[src/rtl/peripheral_wb_pkg.sv]
// Shared Wishbone constants, master FSM states and the burst next-address helper.
package peripheral_wb_pkg;

  localparam logic [2:0] CLASSIC      = 3'b000;
  localparam logic [2:0] CONST_BURST  = 3'b001;
  localparam logic [2:0] INC_BURST    = 3'b010;
  localparam logic [2:0] END_OF_BURST = 3'b111;

  localparam logic [1:0] LINEAR  = 2'b00;
  localparam logic [1:0] WRAP_4  = 2'b01;
  localparam logic [1:0] WRAP_8  = 2'b10;
  localparam logic [1:0] WRAP_16 = 2'b11;

  typedef enum logic [1:0] {IDLE, LOAD, BURST} mst_state_e;

  // Works on byte-address bits [5:0] only; bit 6 of the result is the carry
  // into the upper address bits, which only a linear burst can produce.
  function automatic logic [6:0] next_low(input logic [5:0] lo, input logic [1:0] bte);
    logic [6:0] n;
    n = {1'b0, lo};
    unique case (bte)
      WRAP_4:  n[3:2] = lo[3:2] + 2'd1;
      WRAP_8:  n[4:2] = lo[4:2] + 3'd1;
      WRAP_16: n[5:2] = lo[5:2] + 4'd1;
      default: n = {1'b0, lo} + 7'd4;
    endcase
    return n;
  endfunction

endpackage

[src/rtl/peripheral_wb_burst_master.sv]
// Wishbone B4 burst initiator: one command = 1..MAX_BURST beats, linear or wrapping,
// with a single write-data holding register and unthrottled read-data output.
module peripheral_wb_burst_master
  import peripheral_wb_pkg::*;
#(
  parameter int AW        = 32,
  parameter int DW        = 32,
  parameter int MAX_BURST = 16,
  parameter int LW        = $clog2(MAX_BURST) + 1
) (
  input  logic          wb_clk_i,
  input  logic          wb_rst_i,
  input  logic          cmd_valid_i,
  output logic          cmd_ready_o,
  input  logic          cmd_we_i,
  input  logic [AW-1:0] cmd_adr_i,
  input  logic [LW-1:0] cmd_len_i,
  input  logic [1:0]    cmd_bte_i,
  input  logic          wdat_valid_i,
  output logic          wdat_ready_o,
  input  logic [DW-1:0] wdat_i,
  input  logic [3:0]    wsel_i,
  output logic          rdat_valid_o,
  output logic [DW-1:0] rdat_o,
  output logic          done_o,
  output logic          err_o,
  output logic [AW-1:0] wb_adr_o,
  output logic [DW-1:0] wb_dat_o,
  output logic [3:0]    wb_sel_o,
  output logic          wb_we_o,
  output logic [1:0]    wb_bte_o,
  output logic [2:0]    wb_cti_o,
  output logic          wb_cyc_o,
  output logic          wb_stb_o,
  input  logic          wb_ack_i,
  input  logic          wb_err_i,
  input  logic [DW-1:0] wb_dat_i
);

  mst_state_e    state, state_nxt;
  logic [LW-1:0] cnt;
  logic [LW-1:0] len;
  logic          beat_ok, beat_err, last, wr_take;
  logic [6:0]    lo_nxt;
  logic [AW-1:0] adr_nxt;

  assign len      = (cmd_len_i == '0) ? LW'(1) : cmd_len_i;
  assign beat_err = wb_stb_o & wb_err_i;
  assign beat_ok  = wb_stb_o & wb_ack_i & ~wb_err_i;
  assign last     = (cnt == LW'(1));
  assign lo_nxt   = next_low(wb_adr_o[5:0], wb_bte_o);
  assign adr_nxt  = {wb_adr_o[AW-1:6] + (AW-6)'(lo_nxt[6]), lo_nxt[5:0]};

  // The holding register also frees up in the cycle its beat is acked, so the
  // next word can be taken then and write beats stream without a stb gap.
  assign cmd_ready_o  = (state == IDLE);
  assign wdat_ready_o = (state == LOAD) |
                        ((state == BURST) & wb_we_o & beat_ok & ~last);
  assign wr_take      = wdat_valid_i & wdat_ready_o;

  always_comb begin
    state_nxt = state;
    unique case (state)
      IDLE:  if (cmd_valid_i) state_nxt = cmd_we_i ? LOAD : BURST;
      LOAD:  if (wr_take) state_nxt = BURST;
      BURST: if (beat_err || (beat_ok && last)) state_nxt = IDLE;
             else if (beat_ok && wb_we_o && !wr_take) state_nxt = LOAD;
      default: state_nxt = IDLE;
    endcase
  end

  always_ff @(posedge wb_clk_i) begin
    if (wb_rst_i) begin
      state        <= IDLE;
      cnt          <= '0;
      wb_cyc_o     <= 1'b0;
      wb_stb_o     <= 1'b0;
      wb_we_o      <= 1'b0;
      wb_cti_o     <= CLASSIC;
      wb_bte_o     <= LINEAR;
      wb_adr_o     <= '0;
      wb_sel_o     <= '0;
      done_o       <= 1'b0;
      err_o        <= 1'b0;
      rdat_valid_o <= 1'b0;
    end else begin
      state        <= state_nxt;
      done_o       <= 1'b0;
      err_o        <= 1'b0;
      rdat_valid_o <= 1'b0;
      unique case (state)
        IDLE: if (cmd_valid_i) begin
          wb_we_o  <= cmd_we_i;
          wb_adr_o <= cmd_adr_i;
          wb_bte_o <= cmd_bte_i;
          cnt      <= len;
          wb_cti_o <= (len == LW'(1)) ? CLASSIC : INC_BURST;
          wb_cyc_o <= 1'b1;
          wb_stb_o <= ~cmd_we_i;
          if (!cmd_we_i) wb_sel_o <= 4'hF;
        end
        LOAD: if (wr_take) begin
          wb_sel_o <= wsel_i;
          wb_stb_o <= 1'b1;
        end
        BURST: begin
          if (beat_err) begin
            wb_cyc_o <= 1'b0;
            wb_stb_o <= 1'b0;
            err_o    <= 1'b1;
            done_o   <= 1'b1;
          end else if (beat_ok) begin
            rdat_valid_o <= ~wb_we_o;
            if (last) begin
              wb_cyc_o <= 1'b0;
              wb_stb_o <= 1'b0;
              done_o   <= 1'b1;
            end else begin
              cnt      <= cnt - LW'(1);
              wb_adr_o <= adr_nxt;
              wb_cti_o <= (cnt == LW'(2)) ? END_OF_BURST : INC_BURST;
              // Write with no next word ready: park in LOAD with cyc held.
              if (wb_we_o) begin
                wb_stb_o <= wr_take;
                if (wr_take) wb_sel_o <= wsel_i;
              end
            end
          end
        end
        default: ;
      endcase
    end
  end

  always_ff @(posedge wb_clk_i) begin
    if (wr_take) wb_dat_o <= wdat_i;
    if (beat_ok && !wb_we_o) rdat_o <= wb_dat_i;
  end

endmodule
[config.mk]
export PLATFORM = sky130hd
export DESIGN_NAME = peripheral_wb_burst_master
export DESIGN_NICKNAME = d
export VERILOG_FILES = /design/src/rtl/peripheral_wb_pkg.sv /design/src/rtl/peripheral_wb_burst_master.sv
export SDC_FILE = /design/constraint.sdc
export NUM_CORES = 1
export LEC_CHECK = 0
export CAP_MARGIN = 20
export CORE_MARGIN = 1.5
export CORE_UTILIZATION = 42
export DETAILED_ROUTE_END_ITERATION = 16
export PLACE_DENSITY = 0.86
export SLEW_MARGIN = 10
export SYNTH_ARGS = -nofsm -noshare
export SYNTH_HDL_FRONTEND = slang
export SYNTH_SLANG_ARGS = --single-unit
[constraint.sdc]
create_clock -name wb_clk_i -period 3.67 [get_ports wb_clk_i]
set_input_delay 0.367 -clock wb_clk_i [delete_from_list [all_inputs] [get_ports wb_clk_i]]
set_output_delay 0.367 -clock wb_clk_i [all_outputs]
set_load 0.02 [all_outputs]
* Yosys cells after proc, flatten, opt, wreduce, memory -nomap -nowiden *
Index checks and enable logic that the tools add are counted.

storage, ports and cells
  bits of input ports = 114
  bits in read-only memories = 0
  memories kept = 0
  bits in latches = 0
  output and inout port bits = 113
  memory bits (writable) = 0
  flip-flop bits (word level) = 118

operators by class
  magnitude comparators = 0
  add/subtract/negate cells = 6
  divide/modulo/power cells = 0
  bitwise operators = 14
  multiplexer cells = 53
  shifts and indexed selects = 0
  reductions and logical operators = 24
  multipliers = 0
  equality and inequality tests = 22

operator list
  cell                                                  count
  2-to-1 mux 32 bit                                     4
  one-hot mux 32 bit (2 select lines)                   1
  2-to-1 mux 4 bit                                      7
  adder 26 x 1 -> 26 bit                                1
  2-to-1 mux 5 bit                                      5
  inequality test 2 bit (second input constant)         10
  AND reduction 6 bit                                   3
  2-to-1 mux 1 bit                                      15
  2-to-1 mux 3 bit                                      5
  2-to-1 mux 2 bit                                      7
  one-hot mux 2 bit (3 select lines)                    2
  one-hot mux 4 bit (3 select lines)                    1
  equality test 5 x 1 -> 1 bit (second input constant)  2
  one-hot mux 5 bit (2 select lines)                    1
  AND reduction 5 bit                                   2
  adder 6 x 3 -> 7 bit (second input constant)          1
  AND 1 bit                                             7
  AND reduction 7 bit                                   1
  equality test 2 bit (second input constant)           3
  inequality test 3 bit (second input constant)         2
  inverter 1 bit                                        6
  one-hot mux 1 bit (3 select lines)                    2
  one-hot mux 3 bit (2 select lines)                    1
  equality test 5 x 2 -> 1 bit (second input constant)  1
  other kinds (22)                                      29

* Depth between registers and ports, before layout *
  depth in word-level cells = 12
  depth in mapped cells = 10
  depth with buffers taken out = 10

* Least setup slack after synthesis *
OpenSTA, ideal clock, no wires.

  path kind = reg2reg
  from = reg state[0]
  to = reg wb_dat_o[0], enable pin
  buffers on the path = 3
  cell stages (with the launch flop) = 8
  slack = 0.928 ns
  arrival time = 2.350 ns
  library setup time = 0.392 ns
  clock period less this slack = 2.742 ns
  path through = dfxtp_1 > inv_1 > ha_1 > buf_2 > clkbuf_1 > clkbuf_1 > a21o_1 > and2_1

between the ends
  cells in the longest elaborated chain, start to end = 6
  elaborated cells on any way between the ends = 7

RTL lines
  item                     RTL line                           RTL
  start, declared          peripheral_wb_burst_master.sv:40   mst_state_e state, state_nxt;
  start signal, assigned   peripheral_wb_burst_master.sv:87   state <= state_nxt;
  equality test 2 bit      peripheral_wb_burst_master.sv:58   ((state == BURST) & wb_we_o & beat_ok & ~last);
  AND 1 bit (3 in series)  peripheral_wb_burst_master.sv:58
  OR 1 bit *               peripheral_wb_burst_master.sv:57   assign wdat_ready_o = (state == LOAD) |
  named net wdat_ready_o   peripheral_wb_burst_master.sv:20   output logic wdat_ready_o,
  AND 1 bit *              peripheral_wb_burst_master.sv:59   assign wr_take = wdat_valid_i & wdat_ready_o;
  named net wr_take        peripheral_wb_burst_master.sv:43   logic beat_ok, beat_err, last, wr_take;
  end signal, assigned     peripheral_wb_burst_master.sv:136  if (wr_take) wb_dat_o <= wdat_i;
  end, declared            peripheral_wb_burst_master.sv:28   output logic [DW-1:0] wb_dat_o,

Mark *: on every way through the listed nets, which the timed path passes. The rest lies on a longest branch.
A chain may end at the register's enable or synchronous reset.

* Worst setup path in the final report *
  from = reg cnt[1]
  to = out wdat_ready_o

between the ends
  cells in the longest elaborated chain, start to end = 4

RTL lines
  item                          RTL line                           RTL
  start, declared               peripheral_wb_burst_master.sv:41   logic [LW-1:0] cnt;
  start signal, assigned        peripheral_wb_burst_master.sv:96   cnt <= len;
  start signal, assigned        peripheral_wb_burst_master.sv:119  cnt <= cnt - LW'(1);
  equality test 5 x 1 -> 1 bit  peripheral_wb_burst_master.sv:50   assign last = (cnt == LW'(1));
  inverter 1 bit                peripheral_wb_burst_master.sv:58
  AND 1 bit                     peripheral_wb_burst_master.sv:58
  OR 1 bit                      peripheral_wb_burst_master.sv:57
  end, declared                 peripheral_wb_burst_master.sv:20

Every way passes these cells.

==> results.py <==
metrics = {
    "setup_path": {
        "crit_fanout": 4,
        "cp_slowest_cell": "sky130_fd_sc_hd__clkdlybuf4s50_1",
        "regToRegStartpoint": "state[0]$_SDFFE_PP0P_",
        "crit_buf_inv": 2,
        "worst-endpoint-required_ps": 3300,
        "worstSetupPathDepth": 6,
        "cp-startpoint": "cnt[1]$_SDFFE_PP0P_",
        "worstPathCellList": "inv_1 > ha_1 > nor4b_2 > nor3b_1 > a21o_1 > clkdlybuf4s50_1",
        "worst_path_largest_cell_delay_ps": 620,
        "worst-endpoint-arrival_ps": 2470,
        "timing.setup.critical_path_class": "reg -> out",
        "rr_worst_depth": 8,
        "rrSetupSlack_ps": 850,
        "regToRegEndpoint": "wb_adr_o[12]$_SDFFE_PP0P_",
        "critPathCapture": "wdat_ready_o",
        "worstSetupEndpointType": "output port",
        "startpoint_type": "register",
        "critPathTopFamily": "buffers and inverters",
    },
    "clock_tree": {
        "number_of_clock_buffers_inserted_by_tritoncts": 17,
        "clock_path_buffers": 2,
        "cts.root.buffer_cell": "sky130_fd_sc_hd__clkbuf_16",
        "cts_tree": "yes",
        "post_cts_resized": 0,
        "post-cts-setup-buffer-count": 0,
        "htreeDepth": 4,
        "tritoncts_num_sinks": 117,
        "ctsHoldBuffers": 0,
        "clkSlewWorstSetupHoldPaths_ps": 60,
        "clk_latency_ps": 400,
    },
    "power": {
        "total_leakage_power_nw": 2.90,
        "power_density_nw_per_um2": 752,
        "irDropWorstVdd_uv": 385,
    },
    "finish": {
        "most-common-layout-cells": "226 x sky130_fd_sc_hd__clkdlybuf4s50_1, 64 x sky130_fd_sc_hd__edfxtp_1, 53 x sky130_fd_sc_hd__dfxtp_1",
        "area_delta_synth_final_pct": 58.7,
        "layout.cells.most_common": "sky130_fd_sc_hd__clkdlybuf4s50_1",
        "drive_gt1_frac": 0.0806,
        "nNetsFinal": 820,
        "finish.cell_count_without_fillers": 855,
    },
    "placement": {
        "dp_cells": 822,
        "dpl.hpwl_um": 12000,
        "gpl.final_weighted_congestion": 0.861,
        "numPortBuffers": 226,
    },
    "floorplan": {
        "num_rows": 40,
        "design.die.area_um2": 12800,
        "die_width_um": 113,
        "start_util": 0.427,
        "design.core.area_um2": 12000,
        "die_height_um": 113,
        "pin_count": 227,
    },
    "sta": {
        "min_period_over_period": 0.773,
        "worst_slew_pin_slew_ps": 765,
        "hold_viol_final": 0,
        "tns_ps": 0,
        "fmaxAchievable_mhz": 352,
        "setup_viol_count_final": 0,
        "maxSlewViolCount": 0,
        "maxSlewHeadroom": 0.490,
        "post-route-min-period_ps": 2840,
        "fin_worst_skew_ps": 7.81,
        "rsz_0062_raised_after_global_routing": "false",
    },
    "synth": {
        "netlist.area_leader.share": 0.376,
        "syn-mean-instance-area_um2": 10.8,
        "ys_seq_area_frac": 0.583,
        "yosys_register_bits": 117,
        "syn_inst": 472,
        "syn_area_um2": 5110,
        "synth.lib_cells_used.distinct": 57,
        "synth-edff-count": 64,
        "most_area_consuming_cells_after_synthesis": "sky130_fd_sc_hd__edfxtp_1 38%, sky130_fd_sc_hd__dfxtp_1 21%, sky130_fd_sc_hd__nand2_1 3.6%",
        "synthesis.nets": 598,
        "synth_area_leader_cell": "sky130_fd_sc_hd__edfxtp_1",
        "asyncSetResetFlopFracSynth": 0,
        "synth_warnings": 0,
        "synth_top_flop_cell": "sky130_fd_sc_hd__edfxtp_1",
    },
    "hold_path": {
        "worstHoldPathCells": 2,
        "hold_path_class": "reg -> reg",
    },
    "global_route": {
        "maximum_number_of_pins_on_one_net_before_global_route_repair": 52,
        "globalRoute.totalOverflow": 0,
        "first_global_vias": 4659,
        "grt_use_total": 0.264,
        "grt_pass1_wl_um": 25800,
        "antenna_found_initial": 1,
    },
    "routing": {
        "post-route-drc-count": 0,
        "iteration_0_drc_count_of_the_detailed_router": 624,
        "wl_per_cell_um": 19.9,
        "wirelength_um": 17100,
        "detail_route.vias_per_cell": 5.87,
        "via_count": 5019,
        "drt.antenna.violating_nets": 0,
        "drt_pre_antenna_iters": 8,
    },
    "status": {
        "run_status": "finished clean",
    },
    "flow_run": {
        "maxCapViolations": 0,
    },
}
-- per-stage QoR --
| stage | total power, W | hold slack, ps | setup slack, ps | util | cell area [um^2] |
|---|---|---|---|---|---|
| global route | 0.00639 | 503 | 612 | 0.678 | 8110 |
| CTS | 0.00609 | 484 | 828 | 0.678 | 8110 |
| floorplan | 0.00339 | 466 | 928 | - | 5110 |
| global placement | 0.00427 | 466 | 942 | 0.628 | 7510 |
| finish | 0.00610 | 487 | 831 | 0.678 | 8110 |
| detailed placement | 0.00436 | 476 | 902 | 0.628 | 7510 |
-- how the worst min path moves through the flow --
stage                     slack [ps]                      from                       end
after floorplan                  470               wb_dat_i[0]       rdat_o[0]$_DFFE_PP_
after global placement           470  wb_bte_o[1]$_SDFFE_PP0P_  wb_bte_o[1]$_SDFFE_PP0P_
after detailed placement         480  wb_bte_o[1]$_SDFFE_PP0P_  wb_bte_o[1]$_SDFFE_PP0P_
after CTS                        480  wb_bte_o[1]$_SDFFE_PP0P_  wb_bte_o[1]$_SDFFE_PP0P_
after global routing             500                wdat_i[13]    wb_dat_o[13]$_DFFE_PP_
final                            490  wb_bte_o[1]$_SDFFE_PP0P_  wb_bte_o[1]$_SDFFE_PP0P_
-- cells by family (layout without fill, tap and decap cells) --
family / Yosys count / count (layout) / synth area share
other: 0 / 1 / 0
buffers and inverters: 41 / 276 / 0.0330
adders and majority gates: 12 / 12 / 0.0294
and+or+nand+nor: 165 / 165 / 0.169
AOI/OAI and AO/OA: 129 / 129 / 0.169
muxes: 8 / 8 / 0.0162
DFF: 117 / 117 / 0.583
-- cells in the mapped netlist (6+ instances only) --
library cell / count
sky130_fd_sc_hd__nor2_1: 43
sky130_fd_sc_hd__edfxtp_1: 64
sky130_fd_sc_hd__inv_1: 10
sky130_fd_sc_hd__nor3_1: 7
sky130_fd_sc_hd__buf_2: 9
sky130_fd_sc_hd__nand4_1: 12
sky130_fd_sc_hd__dfxtp_1: 53
sky130_fd_sc_hd__o21ai_0: 27
sky130_fd_sc_hd__o221a_2: 7
sky130_fd_sc_hd__a211oi_1: 14
sky130_fd_sc_hd__clkbuf_1: 17
sky130_fd_sc_hd__a21oi_1: 33
sky130_fd_sc_hd__nand3_1: 16
sky130_fd_sc_hd__a22oi_1: 8
sky130_fd_sc_hd__ha_1: 12
sky130_fd_sc_hd__mux2i_1: 6
sky130_fd_sc_hd__nand2_1: 49
sky130_fd_sc_hd__and4_1: 6
-- power by group --
part | internal [W] | leakage (nW) | switching [W] | total, W
combinational | 0.00103 | 1.60 | 0.00139 | 0.00242
sequential | 0.00169 | 1.02 | 0.000306 | 0.00199
clock | 0.00107 | 0.288 | 0.000618 | 0.00169
-- per-layer routing --
layer	GRT usage	vias to the layer above	part of all wire
met5	0	-	0
li1	-	2241	-
met2	0.442	344	0.48
met3	0.0653	46	0.086
met4	0.105	0	0.028
met1	0.328	2388	0.40
-- final cells by class --
| type | count | area, um^2 |
|---|---|---|
| diodes | 1 | 2.50 |
| clock buffers | 17 | 425 |
| clock inverters | 15 | 179 |
| fillers | 844 | 3850 |
| inverters | 11 | 41.3 |
| multi-input cells | 314 | 1980 |
| flip-flops and latches | 117 | 2980 |
| well taps | 147 | 184 |
| repair buffers | 233 | 2310 |
-- worst register-to-register path: stages (launching register included) --
cell	delay, ps
sky130_fd_sc_hd__dfxtp_1	370
sky130_fd_sc_hd__inv_1	130
sky130_fd_sc_hd__ha_2	370
sky130_fd_sc_hd__buf_4	510
sky130_fd_sc_hd__clkinv_1	380
sky130_fd_sc_hd__buf_4	360
sky130_fd_sc_hd__o41ai_1	400
sky130_fd_sc_hd__nand2_1	100
sky130_fd_sc_hd__a21oi_1	130
-- registers in the layout (all words and copies together) (netlist names) --
register / flops
wb_cti_o: 2
wb_cyc_o: 1
done_o: 1
cnt: 5
state: 2
wb_adr_o: 32
rdat_valid_o: 1
wb_we_o: 1
wb_sel_o: 4
wb_bte_o: 2
rdat_o: 32
wb_dat_o: 32
err_o: 1
wb_stb_o: 1
(Power assumes the default switching activity.)
==> variant, RTL diff (config.mk and constraints unchanged) <==
Change the parameter `AW` from 32 to 64.
--- a/src/rtl/peripheral_wb_burst_master.sv
+++ b/src/rtl/peripheral_wb_burst_master.sv
@@ -4,5 +4,5 @@
   import peripheral_wb_pkg::*;
 #(
-  parameter int AW        = 32,
+  parameter int AW        = 64,
   parameter int DW        = 32,
   parameter int MAX_BURST = 16,
Ports: changed (resized cmd_adr_i and wb_adr_o); port bits go from 227 to 291. The function was not compared with the original's and may differ.
==> variant against the unedited design <==
- final cell count increased by 54%
- cell area is 39% higher
- area after synthesis is 49% higher
- non-clock buffer count rose by 72
- power grew 7.8%
- setup slack got worse by 0.15 ns
- sequential cell count is 32 higher
- sequential power up 23%
- wire length is 56% higher
==> variant: results (changes against the unedited design) <==
status=finished clean (unchanged); FF-to-FF Start=wb_adr_o[2] (was state[0]); hold wc startpoint=wb_rst_i (was wb_bte_o[1]); final-layout clock-cell area share=0.04969 (was 0.07449); Skew-Pair Late Insertion Delay=0.42 ns (was 0.40 ns); Largest cell class=multi-input combinational cells (was registers); critical path's slowest cell=or4_1 (was clkdlybuf4s50_1); wire length on met3=2833 um (was 1470 um); worst slew pin tran=0.7073 ns (was 0.7650 ns); pre-CTS setup slack=0.7395 ns (was 0.9017 ns); fin nets=1236 (was 820); Largest stage delay, worst path=0.59 ns (was 0.62 ns); hold slack=0.4527 ns (was 0.4871 ns); Synth Area in Compound Gates=0.1925 (was 0.1686); met3 usage=0.06475 (was 0.06535); crit path DAT=3.33 ns (was 2.47 ns); Synth Area in Adders=0.02139 (was 0.02937); Main synth FF type=dfxtp_1 (was edfxtp_1); Met2 Wirelength=12680 um (was 8211 um); Clock Power Share=0.253 (was 0.277); Yosys cell types=77 (was 57); IO buf count=290 (was 226); mapped cell area=7606 um2 (was 5112 um2); share of cells above drive strength 1=0.06789 (was 0.08062); number of non-clock inverters=23 (was 11); syn nets=966 (was 598); post-synthesis sequential area ratio=0.4764 (was 0.5835); Post-DP Area=10690 um2 (was 7506 um2); list of most frequent post-synthesis cells=dfxtp_1, nand2_1, edfxtp_1, a21oi_1, nor2_1 (was edfxtp_1, dfxtp_1, nand2_1, nor2_1, a21oi_1); Critical R2R Capture=wb_adr_o[44] (was wb_adr_o[12]); Seq area share=0.3220 (was 0.3677); Tmin final=2.986 ns (was 2.839 ns); Metal-1 WL=10400 um (was 6887 um); Max IR drop VDD=0.3745 mV (was 0.3847 mV); switching power=0.002561 W (was 0.002311 W); number of global-route vias before repair=7282 (was 4659); Non-clock buffers=305 (was 233); Core ar.=17840 um2 (was 11960 um2); post-synthesis mux area share=0.01481 (was 0.01615); first-pass GRT wire length=40180 um (was 25850 um)
==> variant: power groups by stage <==
stage / Clock (W) / Combinational, W / Sequential [W]
detailed placement: 0 / 0.00242 / 0.00247
floorplan: 0 / 0.00111 / 0.00268
global route: 0.00175 / 0.00265 / 0.00250
CTS: 0.00168 / 0.00244 / 0.00244
finish: 0.00166 / 0.00246 / 0.00245
global placement: 0 / 0.00238 / 0.00246
==> variant: kinds of logic after synthesis <==
family | after synthesis
adder cells (fa/ha/maj) | 13
flip-flops | 149
AO/OA/AOI/OAI | 224
multiplexers | 11
buffers and inverters | 77
AND/OR/NAND/NOR | 333
==> variant: per-stage QoR <==
| step | utilization | cells |
|---|---|---|
| 2_1_floorplan | - | 807 |
| 3_3_place_gp | 0.5989 | 1286 |
| 3_5_place_dp | 0.5989 | 1286 |
| 4_1_cts | 0.6303 | 1318 |
| 5_1_grt | 0.6308 | 1320 |
| 6_report | 0.6308 | 1320 |
